<file path="src/rtl/alu_acc.sv">
// 8-bit accumulator ALU with Z/C/N flags and an EN/BUSY/DONE handshake.
// Define ALU_MUL_EN to compile in the 8-cycle shift-add multiplier.
module alu_acc #(
  parameter int WIDTH     = 8,
  parameter int MUL_STEPS = 8
) (
  input  logic             clk_i,
  input  logic             rst_i,
  input  logic [WIDTH-1:0] alu_data_i,
  input  logic [3:0]       op_i,
  input  logic             en_i,
  output logic [WIDTH-1:0] acc_out_o,
  output logic [WIDTH-1:0] mul_hi_o,
  output logic             z_flag_o,
  output logic             c_flag_o,
  output logic             n_flag_o,
  output logic             busy_o,
  output logic             done_o
);

  localparam logic [3:0] OP_NOP = 4'b0000;
  localparam logic [3:0] OP_LD  = 4'b0001;
  localparam logic [3:0] OP_ADD = 4'b0010;
  localparam logic [3:0] OP_ADC = 4'b0011;
  localparam logic [3:0] OP_SUB = 4'b0100;
  localparam logic [3:0] OP_AND = 4'b0101;
  localparam logic [3:0] OP_OR  = 4'b0110;
  localparam logic [3:0] OP_XOR = 4'b0111;
  localparam logic [3:0] OP_NOT = 4'b1000;
  localparam logic [3:0] OP_SHL = 4'b1001;
  localparam logic [3:0] OP_SHR = 4'b1010;
  localparam logic [3:0] OP_CMP = 4'b1011;
  localparam logic [3:0] OP_MUL = 4'b1100;

  generate
    if (MUL_STEPS != WIDTH) begin : g_bad_steps
      $error("alu_acc: MUL_STEPS must equal WIDTH");
    end
  endgenerate

  logic [WIDTH-1:0] acc_q, acc_d;
  logic             z_q, z_d, c_q, c_d, n_q, n_d;
  logic             done_q, done_d;

  logic [WIDTH-1:0] alu_res;
  logic [WIDTH:0]   sum_wide;
  logic             alu_c, upd_zn, upd_c, wr_acc, accept_alu;

  // Single-cycle result and flag-update decode; CMP computes a SUB result
  // for the flags only.
  always_comb begin
    sum_wide = '0;
    alu_res  = acc_q;
    alu_c    = c_q;
    upd_zn   = 1'b1;
    upd_c    = 1'b0;
    wr_acc   = 1'b1;
    case (op_i)
      OP_LD:  alu_res = alu_data_i;
      OP_ADD: begin
        sum_wide = {1'b0, acc_q} + {1'b0, alu_data_i};
        alu_res  = sum_wide[WIDTH-1:0];
        alu_c    = sum_wide[WIDTH];
        upd_c    = 1'b1;
      end
      OP_ADC: begin
        sum_wide = {1'b0, acc_q} + {1'b0, alu_data_i} + {{WIDTH{1'b0}}, c_q};
        alu_res  = sum_wide[WIDTH-1:0];
        alu_c    = sum_wide[WIDTH];
        upd_c    = 1'b1;
      end
      OP_SUB, OP_CMP: begin
        sum_wide = {1'b0, acc_q} - {1'b0, alu_data_i};
        alu_res  = sum_wide[WIDTH-1:0];
        alu_c    = sum_wide[WIDTH];
        upd_c    = 1'b1;
        wr_acc   = (op_i == OP_SUB);
      end
      OP_AND: alu_res = acc_q & alu_data_i;
      OP_OR:  alu_res = acc_q | alu_data_i;
      OP_XOR: alu_res = acc_q ^ alu_data_i;
      OP_NOT: alu_res = ~acc_q;
      OP_SHL: begin
        alu_res = {acc_q[WIDTH-2:0], 1'b0};
        alu_c   = acc_q[WIDTH-1];
        upd_c   = 1'b1;
      end
      OP_SHR: begin
        alu_res = {1'b0, acc_q[WIDTH-1:1]};
        alu_c   = acc_q[0];
        upd_c   = 1'b1;
      end
      default: begin
        upd_zn = 1'b0;
        wr_acc = 1'b0;
      end
    endcase
  end

`ifdef ALU_MUL_EN
  localparam int CW = $clog2(MUL_STEPS);
  localparam logic [CW-1:0] LAST_STEP = CW'(MUL_STEPS - 1);

  typedef enum logic {IDLE, MUL_RUN} state_t;

  state_t             state_q, state_d;
  logic [CW-1:0]      count_q, count_d;
  logic [WIDTH-1:0]   mcand_q, mcand_d, mplr_q, mplr_d, mul_hi_q, mul_hi_d;
  logic [2*WIDTH-1:0] prod_q, prod_d, step_sum;

  assign accept_alu = en_i && (state_q == IDLE) && (op_i != OP_MUL);
`else
  assign accept_alu = en_i;
`endif

  // Next state: single-cycle commit in IDLE, plus the multiply FSM when built.
  always_comb begin
    acc_d  = acc_q;
    z_d    = z_q;
    c_d    = c_q;
    n_d    = n_q;
    done_d = 1'b0;
`ifdef ALU_MUL_EN
    state_d  = state_q;
    count_d  = count_q;
    mcand_d  = mcand_q;
    mplr_d   = mplr_q;
    prod_d   = prod_q;
    mul_hi_d = mul_hi_q;
    step_sum = prod_q + (mplr_q[count_q] ? ({{WIDTH{1'b0}}, mcand_q} << count_q) : '0);
`endif
    if (accept_alu) begin
      if (wr_acc) acc_d = alu_res;
      if (upd_zn) begin
        z_d = (alu_res == '0);
        n_d = alu_res[WIDTH-1];
      end
      if (upd_c) c_d = alu_c;
      done_d = 1'b1;
    end
`ifdef ALU_MUL_EN
    case (state_q)
      IDLE: begin
        if (en_i && op_i == OP_MUL) begin
          state_d = MUL_RUN;
          mcand_d = acc_q;
          mplr_d  = alu_data_i;
          prod_d  = '0;
          count_d = '0;
        end
      end
      MUL_RUN: begin
        prod_d  = step_sum;
        count_d = count_q + 1'b1;
        if (count_q == LAST_STEP) begin
          state_d  = IDLE;
          acc_d    = step_sum[WIDTH-1:0];
          mul_hi_d = step_sum[2*WIDTH-1:WIDTH];
          z_d      = (step_sum == '0);
          n_d      = step_sum[2*WIDTH-1];
          c_d      = (step_sum[2*WIDTH-1:WIDTH] != '0);
          done_d   = 1'b1;
        end
      end
      default: state_d = IDLE;
    endcase
`endif
  end

  always_ff @(posedge clk_i) begin
    if (rst_i) begin
      acc_q  <= '0;
      z_q    <= 1'b0;
      c_q    <= 1'b0;
      n_q    <= 1'b0;
      done_q <= 1'b0;
    end else begin
      acc_q  <= acc_d;
      z_q    <= z_d;
      c_q    <= c_d;
      n_q    <= n_d;
      done_q <= done_d;
    end
  end

`ifdef ALU_MUL_EN
  always_ff @(posedge clk_i) begin
    if (rst_i) begin
      state_q  <= IDLE;
      count_q  <= '0;
      mcand_q  <= '0;
      mplr_q   <= '0;
      prod_q   <= '0;
      mul_hi_q <= '0;
    end else begin
      state_q  <= state_d;
      count_q  <= count_d;
      mcand_q  <= mcand_d;
      mplr_q   <= mplr_d;
      prod_q   <= prod_d;
      mul_hi_q <= mul_hi_d;
    end
  end

  assign mul_hi_o = mul_hi_q;
  assign busy_o   = (state_q == MUL_RUN);
`else
  assign mul_hi_o = '0;
  assign busy_o   = 1'b0;
`endif

  assign acc_out_o = acc_q;
  assign z_flag_o  = z_q;
  assign c_flag_o  = c_q;
  assign n_flag_o  = n_q;
  assign done_o    = done_q;

endmodule

</file>
<file path="config.mk">
export PLATFORM = sky130hd
export DESIGN_NAME = alu_acc
export DESIGN_NICKNAME = d
export VERILOG_FILES = /design/src/rtl/alu_acc.sv
export SDC_FILE = /design/constraint.sdc
export NUM_CORES = 1
export LEC_CHECK = 0
export BUFFER_PORTS_ARGS = -buffer_cell sky130_fd_sc_hd__buf_2
export CORE_MARGIN = 2
export CORE_UTILIZATION = 50
export DETAILED_ROUTE_END_ITERATION = 8
export PLACE_DENSITY = 0.79
export SLEW_MARGIN = 20
export SYNTH_ARGS = -nofsm -noshare
export SYNTH_HDL_FRONTEND = slang
export SYNTH_SLANG_ARGS = --single-unit
</file>
<file path="constraint.sdc">
create_clock -name clk_i -period 6.16 [get_ports clk_i]
set_input_delay 0.616 -clock clk_i [delete_from_list [all_inputs] [get_ports clk_i]]
set_output_delay 0.616 -clock clk_i [all_outputs]
set_load 0.1 [all_outputs]
</file>
==> results.md, run 1 <==
* Outcome: completed
* Total GRT Usage at 0.261
* Die Area at 5910 um^2
* N_diodes at 0
* 1st-iter DRT viols at approximately 270
* Post-CTS resize count at 0
* Critical path launch point type: primary input
* Max rail drop VDD at 0.228 mV
* RSZ-0062 raised after global routing: no
* CTS tree: done
* Area growth, synth to finish at 2.97%
* Top delay family on crit path: compound AO/OA/AOI/OAI gates
* Via count at ~2.7k
* Fin crit share at 0.484
* Largest net degree at the start of global routing at 31
* IO Pins at 36
* Cell repeated most along the worst path: a21oi_1
* Starting Density at 0.520
* WL/cell at 17.8 um
* Mapped Area at about 2700 um^2
* Die Wd at 76.9 um
* Area of the core at a little over 5000 um^2
* Clock power frac at 0.142
* Slowest CP cell: nor2b_1
* Post-route setup TNS at 0 ps
* Nets@finish at ~400
* Number of synthesized flops with an enable pin at 0
* Max-Cap Viols at 0
* Net Sw Frac at 0.527
* Pre-antenna DRT Iters at 5
* Switching power at roughly 250 uW
* Layout cells sized above 1 at 0.149
* Cells after synthesis at 352
* Post-layout util at 0.535
* Cell area after layout at 2730 um^2
* Antenna violations before repair at 0
* Largest stage delay, worst path at 700 ps
* Routed Antenna Nets at 0
* Clock latency on the worst-skew pair at 230 ps
* H-tree levels at 1
* Top-area cell type share of the netlist area at 0.123
* Crit end category: flop
* Pre-CTS setup slack at 3020 ps
* Final setup viols at 0
* Critical path data required time at 6300 ps
* Reg2reg setup slack at 3250 ps
* Leading area contributor after synthesis: ha_1
* Unique masters post-synth at 79
* Grt ovf at 0
* TritonCTS Buffers at 3
* Synthesis-stage register bit count at 12
* I/O Buffers at 26
* Post-CTS setup buffers at 0
* Gate power share at 0.656
* DRC errors left at 0
* Final Max Slew Viols at 0
* Hold_buf cts at 0
* Final Hold Fails at 0
* CTS root buf: clkbuf_8
* Power per cell area at roughly 180 nW/um^2
* DRT Wirelength at approximately 7600 um
* Worst-Margin Slew at 767 ps
* Worst-path clk slew at about 50 ps
* Slew HR at 0.488
* Site Rows at 26
* Async SR Flop Fraction at 0
* Sequential power share at 0.202
* Crit Path Max Fanout at 30
* Vias/cell at 6.36
* DP HPWL at ~5800 um
* Critical path class: primary input to flop
* Max clock buf depth at 2
* Register area share after synthesis at 0.0905
* CP cell instances: buf_2 -> nor2b_1 -> a22o_1 -> a22oi_1 -> o211ai_1 -> a21oi_1 -> o21ai_0 -> a21oi_1 -> a311oi_1
* Top post-synthesis cells by area: ha_1, dfxtp_1, a21oi_1
* First-pass GRT wire length at between 10,000 and 15,000 um
* Final Worst Setup Slack at 3180 ps
* HP Class: flop to flop
* Clock Skews at 4.70 ps
* Final min period at 2980 ps
* Average cell area after synthesis at 7.54 um^2
* GP Congestion at just over 1
* Yosys synthesis warning count at 0
* Fmax at roughly 340 MHz
* Fillers at 497
* Post-synth top flop: dfxtp_1
* Sink Count at 12
* Leakage at approximately 0.0012 uW
* Buf/Inv on CP at 1
* Data arrival, critical path at 3120 ps
* Die Span Y at between 70 and 80 um
* DP Area at 2690 um^2
* Int Pwr at approximately 230 uW
* Number of global-route vias before repair at around 2.6k
through the flow:
step	hold WS, ps	cells	power [uW]
6_report	583	426	479
2_1_floorplan	722	360	358
4_1_cts	573	426	476
3_5_place_dp	530	423	405
5_1_grt	594	426	509
3_3_place_gp	504	423	402
cell families after synthesis:
group,count (synthesis),synth area share
other,1,0.00141
multiplexers,11,0.0471
AND/OR/NAND/NOR,111,0.222
XOR/XNOR,14,0.0570
buffers and inverters,61,0.119
flip-flops,12,0.0905
adder cells (fa/ha/maj),28,0.138
AO/OA/AOI/OAI,114,0.326
placed cells by master, fill, tap and decap left out, drive strengths merged, types with 3 or more instances in the layout:
master / instances
xnor2: 8
a211oi: 9
conb: 9
a22oi: 6
nor2: 28
inv: 28
o21ai: 22
or3: 3
a21oi: 23
mux2i: 8
clkbuf: 3
o211ai: 3
ha: 26
a32oi: 3
nor3: 6
a221oi: 3
o22ai: 6
nand2b: 5
and3: 4
nand2: 29
o32ai: 4
xor2: 5
and2: 4
nand3: 10
buf: 26
dfxtp: 12
nor2b: 10
power by group through the flow:
stage	logic (uW)	registers [uW]	clock network, uW
5_1_grt	338	97.4	73.1
4_1_cts	309	96.3	69.9
2_1_floorplan	220	138	0
3_5_place_dp	308	97.7	0
6_report	314	96.8	68.2
3_3_place_gp	305	97.1	0
path summary, 6_finish.rpt:
check,start,end,depth (start not counted)
max,op_i[2],n_flag_o$_SDFFE_PP0P_,9
min,acc_out_o[0]$_SDFFE_PP0P_,acc_out_o[0]$_SDFFE_PP0P_,2
max reg2reg,acc_out_o[1]$_SDFFE_PP0P_,z_flag_o$_SDFFE_PP0P_,10
min reg2reg,acc_out_o[0]$_SDFFE_PP0P_,acc_out_o[0]$_SDFFE_PP0P_,2
worst min-delay path: cells and delay by family, from the launching register on:
family,cells,cell delay [ps]
AOI/OAI and AO/OA,1,50
and+or+nand+nor,1,120
DFF,1,360
cell usage after synthesis, drive strengths merged (4+ instances only):
master / instances
nor2b: 10
ha: 26
a22oi: 6
xor2: 5
o22ai: 6
nand2b: 5
and2: 4
nor2: 28
nand2: 29
a21oi: 23
clkbuf: 5
nor3: 6
xnor2: 8
o21ai: 22
and3: 4
o32ai: 4
buf: 28
dfxtp: 12
a211oi: 9
inv: 28
mux2i: 8
nand3: 10
layer usage:
layer  share of wire  global-route usage  vias up
li1                -                   -     1271
met3           0.091              0.0212       21
met1            0.42               0.354     1243
met5               0                   0        -
met2            0.46               0.421      176
met4           0.030               0.118        0
layout make-up:
cell class,instances,area (um^2),area share
multi-input cells,287,2130,0.779
clock buffers,3,41.3,0.0151
repair buffers,26,130,0.0476
well taps,70,87.6,0.0320
flip-flops and latches,12,240,0.0879
inverters,28,105,0.0384
sequential cells by signal, summed over array words and instances (netlist names):
register	cells
c_flag_o	1
done_o	1
n_flag_o	1
acc_out_o	8
z_flag_o	1
(Power assumes the default switching activity.)
==> inputs of run 2 (changes only) <==
- ABC_AREA: default -> 1
- PLACE_DENSITY: 0.79 -> 0.82
- clock period: 6.16 -> 2.5 ns (I/O delays scaled with it)
==> results.md, run 2 <==
* Site Rows at 25 (-3.8%)
* Die Wd at 72.9 um (-5.1%)
* Nets@finish at 525 (+31%)
* Top cells by count, synth: nand2_1, inv_1, nor2_1, nand3_1
* Cells after synthesis at 440 (+25%)
* Critical path launch point type: flop
* Data arrival, critical path at 2550 ps (-570 ps)
* Final Max Slew Viols at 0 (unchanged)
* Final Worst Setup Slack at 120 ps (-3060 ps)
* Final Hold Fails at 0 (unchanged)
* Critical path data required time at 2670 ps (-3630 ps)
* Max rail drop VDD at 0.476 mV (+110%)
* IO Pins at 36 (unchanged)
* DRT Wirelength at 7490 um (-1.3%)
* Commonest cells after routing, fill and taps aside: nand2_1, inv_1, nor2_1
* Fillers at 466 (-6.2%)
* Antenna violations before repair at 0 (unchanged)
* Layout cells sized above 1 at 0.152 (+0.00289)
* I/O Buffers at 26 (unchanged)
* Leading area contributor after synthesis: nand2_1
* CTS root buf: clkbuf_8
* TritonCTS Buffers at 3 (unchanged)
* Die Span Y at 72.9 um (-5.1%)
* Vias/cell at 5.58 (-12%)
* Fmax at 420 MHz
* N_diodes at 0 (unchanged)
* Number of synthesized flops with an enable pin at 0 (unchanged)
* Top-area cell type share of the netlist area at 0.210 (+0.0876)
* Die Area at 5320 um^2 (-10%)
* Area of the core at 4660 um^2 (-8.7%)
* Proportion of synthesized area in mux cells at 0 (-0.0471)
* Mapped Area at 2380 um^2 (-11%)
* Async SR Flop Fraction at 0 (unchanged)
* Synthesis-stage register bit count at 12 (unchanged)
* GP Congestion at 0.986 (-5.1%)
* Top post-synthesis cells by area: nand2_1, ha_1, inv_1
* Register area share after synthesis at 0.101 (+0.0106)
* Area growth, synth to finish at 15.5%
* 1st-iter DRT viols at 219 (-19%)
* Crit end category: flop
* Hold_buf cts at 0 (unchanged)
* Worst-path clk slew at 50 ps (about the same)
* Largest family of logic cells by synthesized area: simple AND/OR/NAND/NOR gates
* Unique masters post-synth at 29 (-63%)
* Pre-CTS setup slack at 57.3 ps (-2960 ps)
* Xor/xnor cell area share of the yosys netlist at 0.00369 (-0.0533)
* Yosys synthesis warning count at 0 (unchanged)
* Most frequent cell after synthesis: nand2_1
* Starting Density at 0.510 (-0.0100)
* Slew HR at 0.416 (-0.0721)
* Critical path class: flop to flop
* Power per cell area at 423 nW/um^2 (+140%)
* Crit Path Max Fanout at 5 (-83%)
* Post-layout util at 0.589 (+0.0534)
* Clock Skews at 1.55 ps (-3.15 ps)
* Number of global-route vias before repair at 2,739 (+6.0%)
* Via count at 2,984 (+10%)
* Largest net degree at the start of global routing at 16 (-48%)
* Fin crit share at 0.952
* Final setup viols at 0 (unchanged)
* Worst-Margin Slew at 877 ps (+110 ps)
* Total GRT Usage at 0.296 (+0.0343)
* Pre-antenna DRT Iters at 5 (unchanged)
* H-tree levels at 1 (unchanged)
* Average cell area after synthesis at 5.40 um^2 (-28%)
* Clock latency on the worst-skew pair at 240 ps (about the same)
* Grt ovf at 0 (unchanged)
* Max clock buf depth at 2 (unchanged)
* WL/cell at 14.0 um (-21%)
* Routed Antenna Nets at 0 (unchanged)
* DRC errors left at 0 (unchanged)
* CTS tree: done
* Area share of and/or/nand/nor cells after synthesis at 0.459 (+0.237)
* DP HPWL at 6090 um (+4.5%)
* Outcome: completed
* Most common cell after layout, fill and taps aside: nand2_1
* Sink Count at 12 (unchanged)
* Adder-Cell Fraction of Synth Area at 0.154 (+0.0162)
* Leakage at 0.00154 uW (+32%)
* First-pass GRT wire length at 12,400 um (-2.6%)
* Post-synth top flop: dfxtp_1
* Final min period at between 2000 and 2500 ps
* HP Class: primary input to flop
* Compound-Gate Fraction of Synth Area at 0.134 (-0.192)
* Largest register FFs at 8 (unchanged)
* Max-Cap Viols at 0 (unchanged)
run 2: worst paths after layout:
kind / from / to / slack [ps] / cells after the start
min reg2reg: z_flag_o$_SDFFE_PP0P_ / z_flag_o$_SDFFE_PP0P_ / 460 / 2
max: acc_out_o[1]$_SDFFE_PP0P_ / z_flag_o$_SDFFE_PP0P_ / 120 / 15
max reg2reg: acc_out_o[1]$_SDFFE_PP0P_ / z_flag_o$_SDFFE_PP0P_ / 120 / 15
min: rst_i / done_o$_SDFF_PP0_ / 220 / 2
run 2: logic make-up after synthesis:
kind of cell | Yosys count
AOI/OAI and AO/OA | 57
xor gates and xnor gates | 1
adders and majority gates | 28
buffers and inverters | 82
DFF | 12
other | 1
and+or+nand+nor | 259
run 2: per-stage QoR:
| step | TNS, ps | hold WS, ps | cells | total power [uW] | instance area, um^2 |
|---|---|---|---|---|---|
| floorplan | 0 | 319 | 448 | 761 | 2430 |
| global placement | 0 | 452 | 527 | 911 | 2630 |
| detailed placement | 0 | 458 | 527 | 919 | 2630 |
| CTS | 0 | 211 | 531 | 1130 | 2690 |
| global route | -9.67 | 220 | 535 | 1240 | 2740 |
| finish | 0 | 216 | 535 | 1160 | 2740 |
run 2: layout make-up:
class                   instances  area [um^2]  share of cell area
repair buffers                 43          258              0.0939
multi-input cells             354         1850               0.674
well taps                      54         67.6              0.0246
clock buffers                   4         55.1              0.0201
inverters                      68          259              0.0944
flip-flops and latches         12          254              0.0926
run 2: report_power, final:
group	switching, uW	leakage (uW)	total (uW)	internal [uW]
sequential	16.4	0.000102	225	209
clock	68.4	0.0000288	207	139
combinational	531	0.00141	727	195
run 2: routing by layer:
layer  part of all wire  GRT usage
met5                  0          0
met4              0.040      0.138
met3              0.090     0.0373
met2               0.46      0.483
met1               0.41      0.386
run 2: critical path, stage by stage (launching register included):
cell	delay (ps)
dfxtp_4	370
clkinvlp_4	130
fa_1	530
inv_2	50
ha_1	280
nand2_1	70
nand2_1	50
nor2_1	80
nand3_1	90
nand2_1	100
nand2_1	80
nor2_1	90
nand3_1	80
nor2_1	100
nand3_1	80
a21oi_1	120
run 2: repair_timing:
action,CTS,global route
setup endpoints to repair,0,4
buffers inserted,0,4
gates resized for setup,0,8
==> inputs of run 3 (changes only) <==
- REMOVE_ABC_BUFFERS: default -> 1
- SKIP_CTS_REPAIR_TIMING: default -> 1
==> results.md, run 3 (synthesis gave the netlist of run 2 again) <==
* Outcome: completed
* Largest net degree at the start of global routing at 16 (unchanged)
* Final Hold Fails at 0 (unchanged)
* Pre-antenna DRT Iters at 6 (+1)
* Routed Antenna Nets at 0 (unchanged)
* Fmax at 420 MHz (about the same)
* Slew HR at 0.374 (-0.0415)
* Final Total Pwr at 1180 uW (+1.8%)
* Clock latency on the worst-skew pair at 240 ps (about the same)
* Max clock buf depth at 2 (unchanged)
* Die Area at 5320 um^2 (unchanged)
* Final setup viols at 0 (unchanged)
* Starting Density at 0.510 (unchanged)
* Post-route setup TNS at 0 ps (unchanged)
* Grt ovf at 0 (unchanged)
* Die Span Y at 72.9 um (unchanged)
* Cell area after layout at 2780 um^2 (+1.5%)
* Data arrival, critical path at 2560 ps (about the same)
* CTS tree: done
* Worst-Margin Slew at 939 ps (+62.3 ps)
* Total GRT Usage at 0.290 (-0.00529)
* Crit end category: flop
* Commonest cells after routing, fill and taps aside: nand2_1, inv_1, nor2_1
* WL/cell at 14.3 um (+2.1%)
* Die Wd at 72.9 um (unchanged)
* Slowest CP cell: fa_1
* Via count at 2,949 (-1.2%)
* Sink Count at 12 (unchanged)
* GP Congestion at 0.977 (-0.91%)
* Final Max Slew Viols at 0 (unchanged)
* DP HPWL at 6050 um (-0.54%)
* Critical path data required time at 2680 ps (about the same)
* Site Rows at 25 (unchanged)
* DP Area at 2610 um^2 (-0.71%)
* Power per cell area at 424 nW/um^2 (+0.30%)
* IO Pins at 36 (unchanged)
* TritonCTS Buffers at 3 (unchanged)
* Max-Cap Viols at 0 (unchanged)
* HP Class: primary input to flop
* Worst-path clk slew at 50 ps (about the same)
* I/O Buffers at 26 (unchanged)
* Critical path launch point type: flop
* Most common cell after layout, fill and taps aside: nand2_1
* Critical path class: flop to flop
* Number of global-route vias before repair at 2,636 (-3.8%)
* Antenna violations before repair at 0 (unchanged)
* DRC errors left at 0 (unchanged)
* First-pass GRT wire length at 12,000 um (-2.8%)
* Crit Path Max Fanout at 3 (-2)
* Final min period at 2380 ps (+2.16 ps)
* Layout cells sized above 1 at 0.169 (+0.0170)
* Vias/cell at 5.52 (-0.99%)
* 1st-iter DRT viols at 264 (+21%)
* Leakage at 0.00153 uW (-0.87%)
* Max rail drop VDD at 0.413 mV (-13%)
* Nets@finish at 524 (-0.19%)
* CP cell instances: ha_4 -> inv_1 -> fa_1 -> inv_2 -> nand2_1 -> nor2_1 -> nand3_1 -> nor2_1 -> nand2_1 -> nand3_1 -> nand4_1 -> nor2_1 -> nand3_1 -> a21oi_2
* Largest stage delay, worst path at 440 ps (-90 ps)
* Area growth, synth to finish at 17.2%
* DRT Wirelength at 7630 um (+1.9%)
* Largest register FFs at 8 (unchanged)
* Post-layout util at 0.597 (+0.00859)
* Fin crit share at 0.953 (about the same)
* CTS root buf: clkbuf_8
* Clock Skews at 3.27 ps (+1.72 ps)
* Area of the core at 4660 um^2 (unchanged)
* H-tree levels at 1 (unchanged)
* N_diodes at 0 (unchanged)
[run 3: changes by cell type in the layout (fill, tap and decap cells not counted), sizes merged]
cell,before,now
clkinvlp,1,0
inv,67,68
buf,43,42
[run 3: area by class of cell]
cell class,instances,area [um^2]
fillers,480,1880
repair buffers,42,254
multi-input cells,354,1910
well taps,54,67.6
clock buffers,4,55.1
flip-flops and latches,12,241
inverters,68,255
[run 3: metrics by stage]
step                std cells  hold WS, ps  setup slack, ps
floorplan                 434          319             -574
global placement          528          451              148
detailed placement        528          457             90.6
CTS                       532          222              102
global route              534          218            -6.68
finish                    534          221              117
[run 3: worst max-delay path, delay by kind of cell (launching register included)]
family,cells,cell delay (ps)
adders and majority gates,2,570
buffers and inverters,2,140
DFF,1,360
AOI/OAI and AO/OA,1,130
and+or+nand+nor,9,1110
[run 3: power breakdown]
part	leakage, uW	switching, uW	total (uW)	internal (uW)
combinational	0.00140	549	749	201
clock	0.0000288	72.2	211	139
sequential	0.0000992	11.2	219	208
[run 3: path summary, 6_finish.rpt]
check | startpoint | to | slack (ps) | cells after the start
setup / recovery | acc_out_o[0]$_SDFFE_PP0P_ | z_flag_o$_SDFFE_PP0P_ | 120 | 14
hold / removal | rst_i | z_flag_o$_SDFFE_PP0P_ | 220 | 2
hold reg to reg | z_flag_o$_SDFFE_PP0P_ | z_flag_o$_SDFFE_PP0P_ | 470 | 2
setup reg to reg | acc_out_o[0]$_SDFFE_PP0P_ | z_flag_o$_SDFFE_PP0P_ | 120 | 14
[run 3: layer usage]
layer  vias to the layer above  track usage  part of all wire
li1                       1464            -                 -
met1                      1266        0.372              0.41
met2                       183        0.456              0.45
met3                        36       0.0608              0.10
met4                         0        0.154             0.040
met5                         -            0                 0
